[src/rtl/mem_access_ctrl_pkg.sv]
// Shared encodings for the load/store memory access controller: op codes,
// ls_control size codes and the controller state enumeration.
package mem_access_ctrl_pkg;

  localparam logic [2:0] OP_LB = 3'b000;
  localparam logic [2:0] OP_LH = 3'b001;
  localparam logic [2:0] OP_LW = 3'b010;
  localparam logic [2:0] OP_SB = 3'b100;
  localparam logic [2:0] OP_SH = 3'b101;
  localparam logic [2:0] OP_SW = 3'b110;

  localparam logic [1:0] LS_BYTE = 2'b00;
  localparam logic [1:0] LS_HALF = 2'b01;
  localparam logic [1:0] LS_WORD = 2'b10;

  typedef enum logic [2:0] {
    ST_IDLE,
    ST_READ,
    ST_CAPTURE,
    ST_WB,
    ST_MERGE,
    ST_WRITE,
    ST_FIN,
    ST_ERR
  } state_e;

  // Size field lives in op[1:0] for both loads and stores; 11 is never legal.
  function automatic logic op_legal(input logic [1:0] size_bits);
    return size_bits != 2'b11;
  endfunction

  function automatic logic [1:0] op_size(input logic [1:0] size_bits);
    case (size_bits)
      2'b00:   return LS_BYTE;
      2'b01:   return LS_HALF;
      default: return LS_WORD;
    endcase
  endfunction

endpackage

[src/rtl/mem_access_ctrl_lane_merge.sv]
// Combinational lane logic: right-aligns the addressed byte/halfword of a read
// word for loads, and inserts store data into the addressed lane for SB/SH.
module lane_merge
  import mem_access_ctrl_pkg::*;
(
  input  logic [31:0] word,
  input  logic [15:0] st_lo,
  input  logic [1:0]  size,
  input  logic [1:0]  addr_lo,
  output logic [31:0] ld_data,
  output logic [31:0] st_word
);

  always_comb begin
    ld_data = word;
    st_word = word;
    case (size)
      LS_BYTE: begin
        ld_data = word >> {addr_lo, 3'b000};
        st_word[{addr_lo, 3'b000} +: 8] = st_lo[7:0];
      end
      LS_HALF: begin
        // addr_lo[0] is deliberately ignored: a misaligned half uses lane addr[1]
        ld_data = word >> {addr_lo[1], 4'b0000};
        st_word[{addr_lo[1], 4'b0000} +: 16] = st_lo;
      end
      default: ;
    endcase
  end

endmodule

[src/rtl/mem_access_ctrl.sv]
// Load/store memory access controller with per-phase mem_ready timeout.
// Define LSCTRL_ALIGN_CHECK_EN to reject misaligned LH/SH/LW/SW before any access.
module mem_access_ctrl
  import mem_access_ctrl_pkg::*;
#(
  parameter int unsigned TIMEOUT_CYCLES = 15
) (
  input  logic        clk,
  input  logic        reset_n,
  input  logic        start,
  input  logic [2:0]  op,
  input  logic [31:0] addr,
  input  logic [31:0] st_data,
  input  logic [31:0] mem_rdata,
  input  logic        mem_ready,
  output logic [31:0] mem_addr,
  output logic        mem_rd,
  output logic        mem_wr,
  output logic [31:0] mem_wdata,
  output logic [31:0] mdr_data,
  output logic        mdr_load,
  output logic [1:0]  ls_control,
  output logic        reg_write,
  output logic        busy,
  output logic        done,
  output logic        err
);

  localparam int unsigned CNT_W = (TIMEOUT_CYCLES > 1) ? $clog2(TIMEOUT_CYCLES) : 1;
  localparam logic [CNT_W-1:0] CNT_LAST = CNT_W'(TIMEOUT_CYCLES - 1);

  state_e            state_q, state_d;
  logic [2:0]        op_q, op_d;
  logic [31:0]       addr_q, addr_d;
  logic [31:0]       st_q, st_d;
  logic [31:0]       rdata_q, rdata_d;
  logic [31:0]       wdata_q, wdata_d;
  logic [CNT_W-1:0]  cnt_q, cnt_d;

  logic [1:0]        size_q;
  logic [31:0]       ld_word;
  logic [31:0]       merged_word;
  logic              align_bad;

  assign size_q = op_size(op_q[1:0]);

  lane_merge u_lane_merge (
    .word    (rdata_q),
    .st_lo   (st_q[15:0]),
    .size    (size_q),
    .addr_lo (addr_q[1:0]),
    .ld_data (ld_word),
    .st_word (merged_word)
  );

`ifdef LSCTRL_ALIGN_CHECK_EN
  always_comb begin
    case (op[1:0])
      2'b01:   align_bad = addr[0];
      2'b10:   align_bad = (addr[1:0] != 2'b00);
      default: align_bad = 1'b0;
    endcase
  end
`else
  assign align_bad = 1'b0;
`endif

  always_ff @(posedge clk or negedge reset_n) begin
    if (!reset_n) begin
      state_q <= ST_IDLE;
      op_q    <= '0;
      addr_q  <= '0;
      st_q    <= '0;
      rdata_q <= '0;
      wdata_q <= '0;
      cnt_q   <= '0;
    end else begin
      state_q <= state_d;
      op_q    <= op_d;
      addr_q  <= addr_d;
      st_q    <= st_d;
      rdata_q <= rdata_d;
      wdata_q <= wdata_d;
      cnt_q   <= cnt_d;
    end
  end

  always_comb begin
    state_d = state_q;
    op_d    = op_q;
    addr_d  = addr_q;
    st_d    = st_q;
    rdata_d = rdata_q;
    wdata_d = wdata_q;
    cnt_d   = cnt_q;
    case (state_q)
      ST_IDLE: begin
        if (start) begin
          op_d   = op;
          addr_d = addr;
          st_d   = st_data;
          cnt_d  = '0;
          if (!op_legal(op[1:0]) || align_bad) state_d = ST_ERR;
          else if (op == OP_SW)                state_d = ST_WRITE;
          else                                 state_d = ST_READ;
        end
      end
      ST_READ: begin
        if (mem_ready) begin
          rdata_d = mem_rdata;
          state_d = op_q[2] ? ST_MERGE : ST_CAPTURE;
        end else if (cnt_q == CNT_LAST) begin
          state_d = ST_ERR;
        end else begin
          cnt_d = cnt_q + CNT_W'(1);
        end
      end
      ST_CAPTURE: state_d = ST_WB;
      ST_WB:      state_d = ST_IDLE;
      ST_MERGE: begin
        wdata_d = merged_word;
        cnt_d   = '0;
        state_d = ST_WRITE;
      end
      ST_WRITE: begin
        if (mem_ready)              state_d = ST_FIN;
        else if (cnt_q == CNT_LAST) state_d = ST_ERR;
        else                        cnt_d = cnt_q + CNT_W'(1);
      end
      ST_FIN:  state_d = ST_IDLE;
      ST_ERR:  state_d = ST_IDLE;
      default: state_d = ST_IDLE;
    endcase
  end

  // Outputs decode from state only, so an async reset clears them immediately.
  always_comb begin
    mem_addr   = {addr_q[31:2], 2'b00};
    mem_rd     = 1'b0;
    mem_wr     = 1'b0;
    mem_wdata  = '0;
    mdr_data   = '0;
    mdr_load   = 1'b0;
    ls_control = LS_BYTE;
    reg_write  = 1'b0;
    done       = 1'b0;
    err        = 1'b0;
    busy       = (state_q != ST_IDLE);
    case (state_q)
      ST_READ: mem_rd = 1'b1;
      ST_CAPTURE: begin
        mdr_load   = 1'b1;
        mdr_data   = ld_word;
        ls_control = size_q;
      end
      ST_WB: begin
        reg_write  = 1'b1;
        done       = 1'b1;
        mdr_data   = ld_word;
        ls_control = size_q;
      end
      ST_WRITE: begin
        mem_wr    = 1'b1;
        mem_wdata = (op_q == OP_SW) ? st_q : wdata_q;
      end
      ST_FIN: done = 1'b1;
      ST_ERR: begin
        err  = 1'b1;
        done = 1'b1;
      end
      default: ;
    endcase
  end

endmodule
[config.mk]
export PLATFORM = sky130hd
export DESIGN_NAME = mem_access_ctrl
export DESIGN_NICKNAME = d
export VERILOG_FILES = /design/src/rtl/mem_access_ctrl_pkg.sv /design/src/rtl/mem_access_ctrl_lane_merge.sv /design/src/rtl/mem_access_ctrl.sv
export SDC_FILE = /design/constraint.sdc
export NUM_CORES = 1
export LEC_CHECK = 0
export ABC_AREA = 1
export CORE_MARGIN = 4
export CORE_UTILIZATION = 38
export CTS_BUF_LIST = sky130_fd_sc_hd__clkbuf_8
export DETAILED_ROUTE_END_ITERATION = 8
export GPL_TIMING_DRIVEN = 1
export PLACE_DENSITY = 0.63
export SLEW_MARGIN = 20
export SYNTH_ARGS = -nofsm -noshare
export SYNTH_HDL_FRONTEND = slang
export SYNTH_SLANG_ARGS = --single-unit
[constraint.sdc]
create_clock -name clk -period 4.6 [get_ports clk]
set_input_delay 1.38 -clock clk [delete_from_list [all_inputs] [get_ports clk]]
set_output_delay 1.38 -clock clk [all_outputs]
set_load 0.005 [all_outputs]
# After elaboration in Yosys (flattened, before gate mapping)
# Cells that the tools add are included.
dict set report word_totals {
  register_bits 138
  latch_bits 0
  ram_bits 0
  rom_bits 0
  out_inout_bits 105
  n_memories 0
}
dict set report classes {
  addsub 3
  mul 0
  div 0
  magnitude_cmp 0
  eq_ne 16
  shift 6
  muxes 27
  n_bitwise 0
  reduce_logical 11
}
# operator n
set ops {}
lappend ops {{$pmux W32 S2} 2}
lappend ops {{$mux W32} 3}
lappend ops {{$bwmux W32} 2}
lappend ops {{$shr A32 B5 Y32} 2}
lappend ops {{$shift A16 B7 Y32 const A} 1}
lappend ops {{$shift A8 B7 Y32 const A} 1}
lappend ops {{$shiftx A16 B7 Y32} 1}
lappend ops {{$shiftx A8 B7 Y32} 1}
lappend ops {{$mux W3} 7}
lappend ops {{$eq A3 B3 Y1 const B} 6}
lappend ops {{$pmux W3 S6} 1}
lappend ops {{$neg A5 Y7} 2}
lappend ops {{$mux W4} 3}
lappend ops {{$pmux W4 S3} 1}
lappend ops {{$ne A2 B2 Y1 const B} 4}
lappend ops {{$eq A3 B2 Y1 const B} 2}
lappend ops {{$mux W1} 6}
lappend ops {{$reduce_bool A3 Y1} 2}
lappend ops {{$add A4 B1 Y4 const B} 1}
lappend ops {{$eq A2 B1 Y1 const B} 2}
lappend ops {{$eq A4 B4 Y1 const B} 1}
lappend ops {{$logic_not A2 Y1} 2}
lappend ops {{$pmux W2 S2} 1}
lappend ops {{$reduce_and A2 Y1} 2}
lappend ops {{6 further kinds} 7}

# Longest topological paths before layout
dict set report logic_depth {
  word_depth 5
  depth_mapped 11
  mapped_depth_nobuf 8
}

# By module
# Synthesis repeated with hierarchy kept, for this count alone.
dict set report hier_totals {
  cells_unflattened 1332
  hier_area_um2 8908.5
}
# mod instances cells_each area_each_um2
set by_module_without_submodules {}
lappend by_module_without_submodules {mem_access_ctrl 1 850 6627.6}
lappend by_module_without_submodules {lane_merge 1 482 2280.9}

# Worst setup path after synthesis
# No wires, ideal clock.
dict set report synth_path {
  kind {register -> output}
  start {reg state_q[2]}
  end {out mdr_data[24]}
  arrival_ps 1228
  path_slack_ps 1992
  path_stages_with_launch 6
  path_cell_list {dfrtp_1 buf_4 nor2_2 inv_2 clkbuf_1 a21oi_1}
}
dict set report synth_between {
  elab_chain_cells 3
}
# element line_no
set synth_lines {}
lappend synth_lines {{start: declaration} mem_access_ctrl.sv:32} ;# state_e state_q, state_d;
lappend synth_lines {{start signal: assignment} mem_access_ctrl.sv:78} ;# state_q <= state_d;
lappend synth_lines {{$eq A3 B2 Y1} mem_access_ctrl.sv:149} ;# case (state_q)
lappend synth_lines {{$reduce_or A2 Y1 (no line) (*)} n/a}
lappend synth_lines {{$mux W32 (*)} mem_access_ctrl.sv:149}
lappend synth_lines {{end: declaration} mem_access_ctrl.sv:20} ;# output logic [31:0] mdr_data,
# Every way passes the cells marked *; elsewhere a longest branch is shown, timed or not.

# Worst setup path after layout
dict set report layout_path {
  start {reg op_q[0]}
  end {out mdr_data[13]}
}
dict set report layout_between {
  elab_chain_cells 5
}
# element line_no
set layout_lines {}
lappend layout_lines {{start: declaration} mem_access_ctrl.sv:33} ;# logic [2:0] op_q, op_d;
lappend layout_lines {{start signal: assignment} mem_access_ctrl.sv:79} ;# op_q <= op_d;
lappend layout_lines {{$eq A2 B1 Y1 or $logic_not A2 Y1 (tied branches)} mem_access_ctrl_pkg.sv:33} ;# case (size_bits)
lappend layout_lines {{$pmux W2 S2 (*)} mem_access_ctrl_pkg.sv:33}
lappend layout_lines {{$eq A2 B1 Y1 or $logic_not A2 Y1 (tied branches)} mem_access_ctrl_lane_merge.sv:17} ;# case (size)
lappend layout_lines {{$pmux W32 S2 (*)} mem_access_ctrl_lane_merge.sv:17}
lappend layout_lines {{$mux W32 (*)} mem_access_ctrl.sv:149}
# Marked as above.

==> run metrics <==
Root Driver=clkbuf_8; Comb power frac=0.560; crit path max fanout=33; final worst-path cycle share=0.9547; synthesis-to-finish area growth=27.36%; Yosys top cell area share=0.4056; Sink Count=138; PwrDens=689.3 nW/um^2; die width=157.7 um; Port Buffers=205; final hold vios=0; nets=1353; CP Data Required Time=3.22 ns; CTS tree=built; switch share=0.4612; Slew Viols, Final=0; Overflow after GRT=0; # Post-CTS Setup Buffers=0; clk_lat worst skew=0.47 ns; Max Cap Viol=0; VDD IR-drop max=0.0003277 V; Resized cells post-CTS=0; distinct cell type count after synthesis=30; Rel. slew slack=0.3510; startpoint types=flip-flop; fmax=227.7 MHz; flops & latches, synth=138; Final min period=4.392 ns; Net Sw Power=3.447 mW; Overall Power=7.474 mW; share of cells above drive strength 1=0.09952; FP Rows=54; RSZ-0062 raised after global routing=false; initial DRC count=801; syn avg cell area=7.754 um^2; routability cong.=0.9568; Worst Setup SP=op_q[0]; worst hold path class=flip-flop to flip-flop; Die Area=24860 um^2; Power Internal=4.027 mW; Data arrival, critical path=3.01 ns; r2r startpoint=addr_q[1]; total wire length=28140 um; IO Pins=208; CP Capture Type=output port; Core ar.=21960 um^2; Mapped Cells=1098; sequential fraction of the synthesis area=0.4056; critical path class=flip-flop to output port; clock share of power=0.137; hold buffer count at CTS=0; Clock Tree Buf Depth=2; leakage=4.962 nW; DRC=0; initial antenna violation count=0; synthesis warning total=0; antenna diode count=0; TritonCTS Buffers=17; drt via density=5.176; post-synth top area cell=dfrtp_1; Starting Density=0.3877; vias in the first global route=7660; Vias=7951; Worst-Margin Slew=0.9712 ns; gr usage total=0.2231; clock skew=0.01566 ns; total negative slack=0 ns; drt pass-1 iters=6; Final HPWL DP=20630 um; top post-synthesis cells by area=dfrtp_1, a21oi_1, mux2_4; first-pass GRT wire length=43350 um; post-route ant nets=0; H-tree Lvls=4; final setup fails=0; Min-Delay Startpoint=addr_q[15]; Routed WL per cell=18.32 um; die height=157.7 um; status=complete, no violations; largest net degree at the start of global routing=92; fraction of power consumed by sequential logic=0.303; Syn Std Cell Area=8514 um^2; Clock Pin Slew Worst Setup and Hold Paths=0.09 ns
==> through the flow <==
step	area [um^2]	worst slack [ns]	utilization	hold WS, ns	instances
after global placement	10440	0.8900	0.4756	0.4889	1504
after CTS	10840	0.2535	0.4938	0.5168	1536
final	10840	0.2084	0.4938	0.5138	1536
after detailed placement	10440	0.8024	0.4756	0.4912	1504
after floorplan	8518	1.992	-	0.4755	1099
after global routing	10840	0.01449	0.4938	0.5300	1536
==> cells in the mapped netlist (all sizes together) <==
library cell	number
clkbuf	15
o21ai	85
buf	82
dfrtp	138
o211ai	1
conb	1
or2	2
o21a	1
nor2	166
mux2	53
a31oi	2
nor3	1
xnor2	1
nand3	101
inv	71
ha	7
a21oi	171
a211oi	1
nand2	199
==> sequential cells by signal, summed over array words and instances, names as in the netlist <==
register and cells:
addr_q 32, cnt_q 4, op_q 3, rdata_q 32, st_q 32, state_q 3
wdata_q 32
==> critical path, stage by stage, from the launching register on <==
cell             delay, ns
dfrtp_1               0.53
nand2_4               0.23
nand2_2               0.55
inv_1                 0.29
nand2_1               0.12
nand3_1               0.08
a21oi_1               0.18
clkdlybuf4s50_1       0.54
==> placed cells by master, fill, tap and decap left out, types with 3 or more instances in the layout <==
| cell | count |
|---|---|
| nor2_4 | 3 |
| nand2_2 | 3 |
| inv_8 | 6 |
| o21ai_0 | 85 |
| clkbuf_8 | 17 |
| inv_1 | 66 |
| buf_4 | 17 |
| inv_6 | 5 |
| dfrtp_1 | 138 |
| clkinv_8 | 3 |
| clkdlybuf4s50_1 | 204 |
| nor2_1 | 157 |
| nand2_1 | 195 |
| ha_1 | 7 |
| a21oi_1 | 171 |
| inv_2 | 5 |
| mux2_4 | 51 |
| nor2_2 | 5 |
| nand3_1 | 100 |
==> power groups by stage <==
stage | combinational (mW) | sequential [mW] | clock [mW]
after CTS | 4.16 | 2.26 | 1.05
after global routing | 4.60 | 2.34 | 1.10
after detailed placement | 4.13 | 2.27 | 0
after floorplan | 2.84 | 2.08 | 0
after global placement | 4.12 | 2.27 | 0
final | 4.19 | 2.26 | 1.02
==> cell type report <==
| type | count | area (um^2) |
|---|---|---|
| multi-input cells | 793 | 4192 |
| fillers | 2134 | 11110 |
| repair buffers | 222 | 2181 |
| well taps | 280 | 350.3 |
| clock buffers | 17 | 234.0 |
| inverters | 71 | 266.5 |
| clock inverters | 15 | 167.7 |
| flip-flops and latches | 138 | 3453 |
==> path summary, 6_finish.rpt <==
check / end / slack, ns / depth (start not counted)
worst max register to register: wdata_q[2] / 2.01 / 8
max in group asynchronous: rdata_q[11] / 2.80 / 2
min in group asynchronous: addr_q[23] / 0.98 / 1
worst min register to register: addr_q[15] / 0.51 / 1
worst min-delay path: addr_q[15] / 0.51 / 1
worst max-delay path: mdr_data[13] / 0.21 / 7
==> per-layer routing <==
metal,part of all wire,track usage,routed length (um),vias to the layer above
li1,-,-,-,3892
met1,0.47,0.3335,13310,3628
met2,0.42,0.3257,11910,393
met3,0.089,0.05440,2501,38
met4,0.015,0.05121,414,0
met5,0,0,0,-
==> cell families (layout without fill, tap and decap cells) <==
logic type | Yosys count | count (layout) | share of synthesized area
and+or+nand+nor | 469 | 469 | 0.2326
DFF | 138 | 138 | 0.4056
xor gates and xnor gates | 1 | 1 | 0.001029
other | 1 | 2 | 0.0004404
buffers and inverters | 168 | 325 | 0.1029
muxes | 53 | 53 | 0.09258
AOI/OAI and AO/OA | 261 | 261 | 0.1546
adders and majority gates | 7 | 7 | 0.01029
No activity file was read; power rests on OpenSTA's default activity.
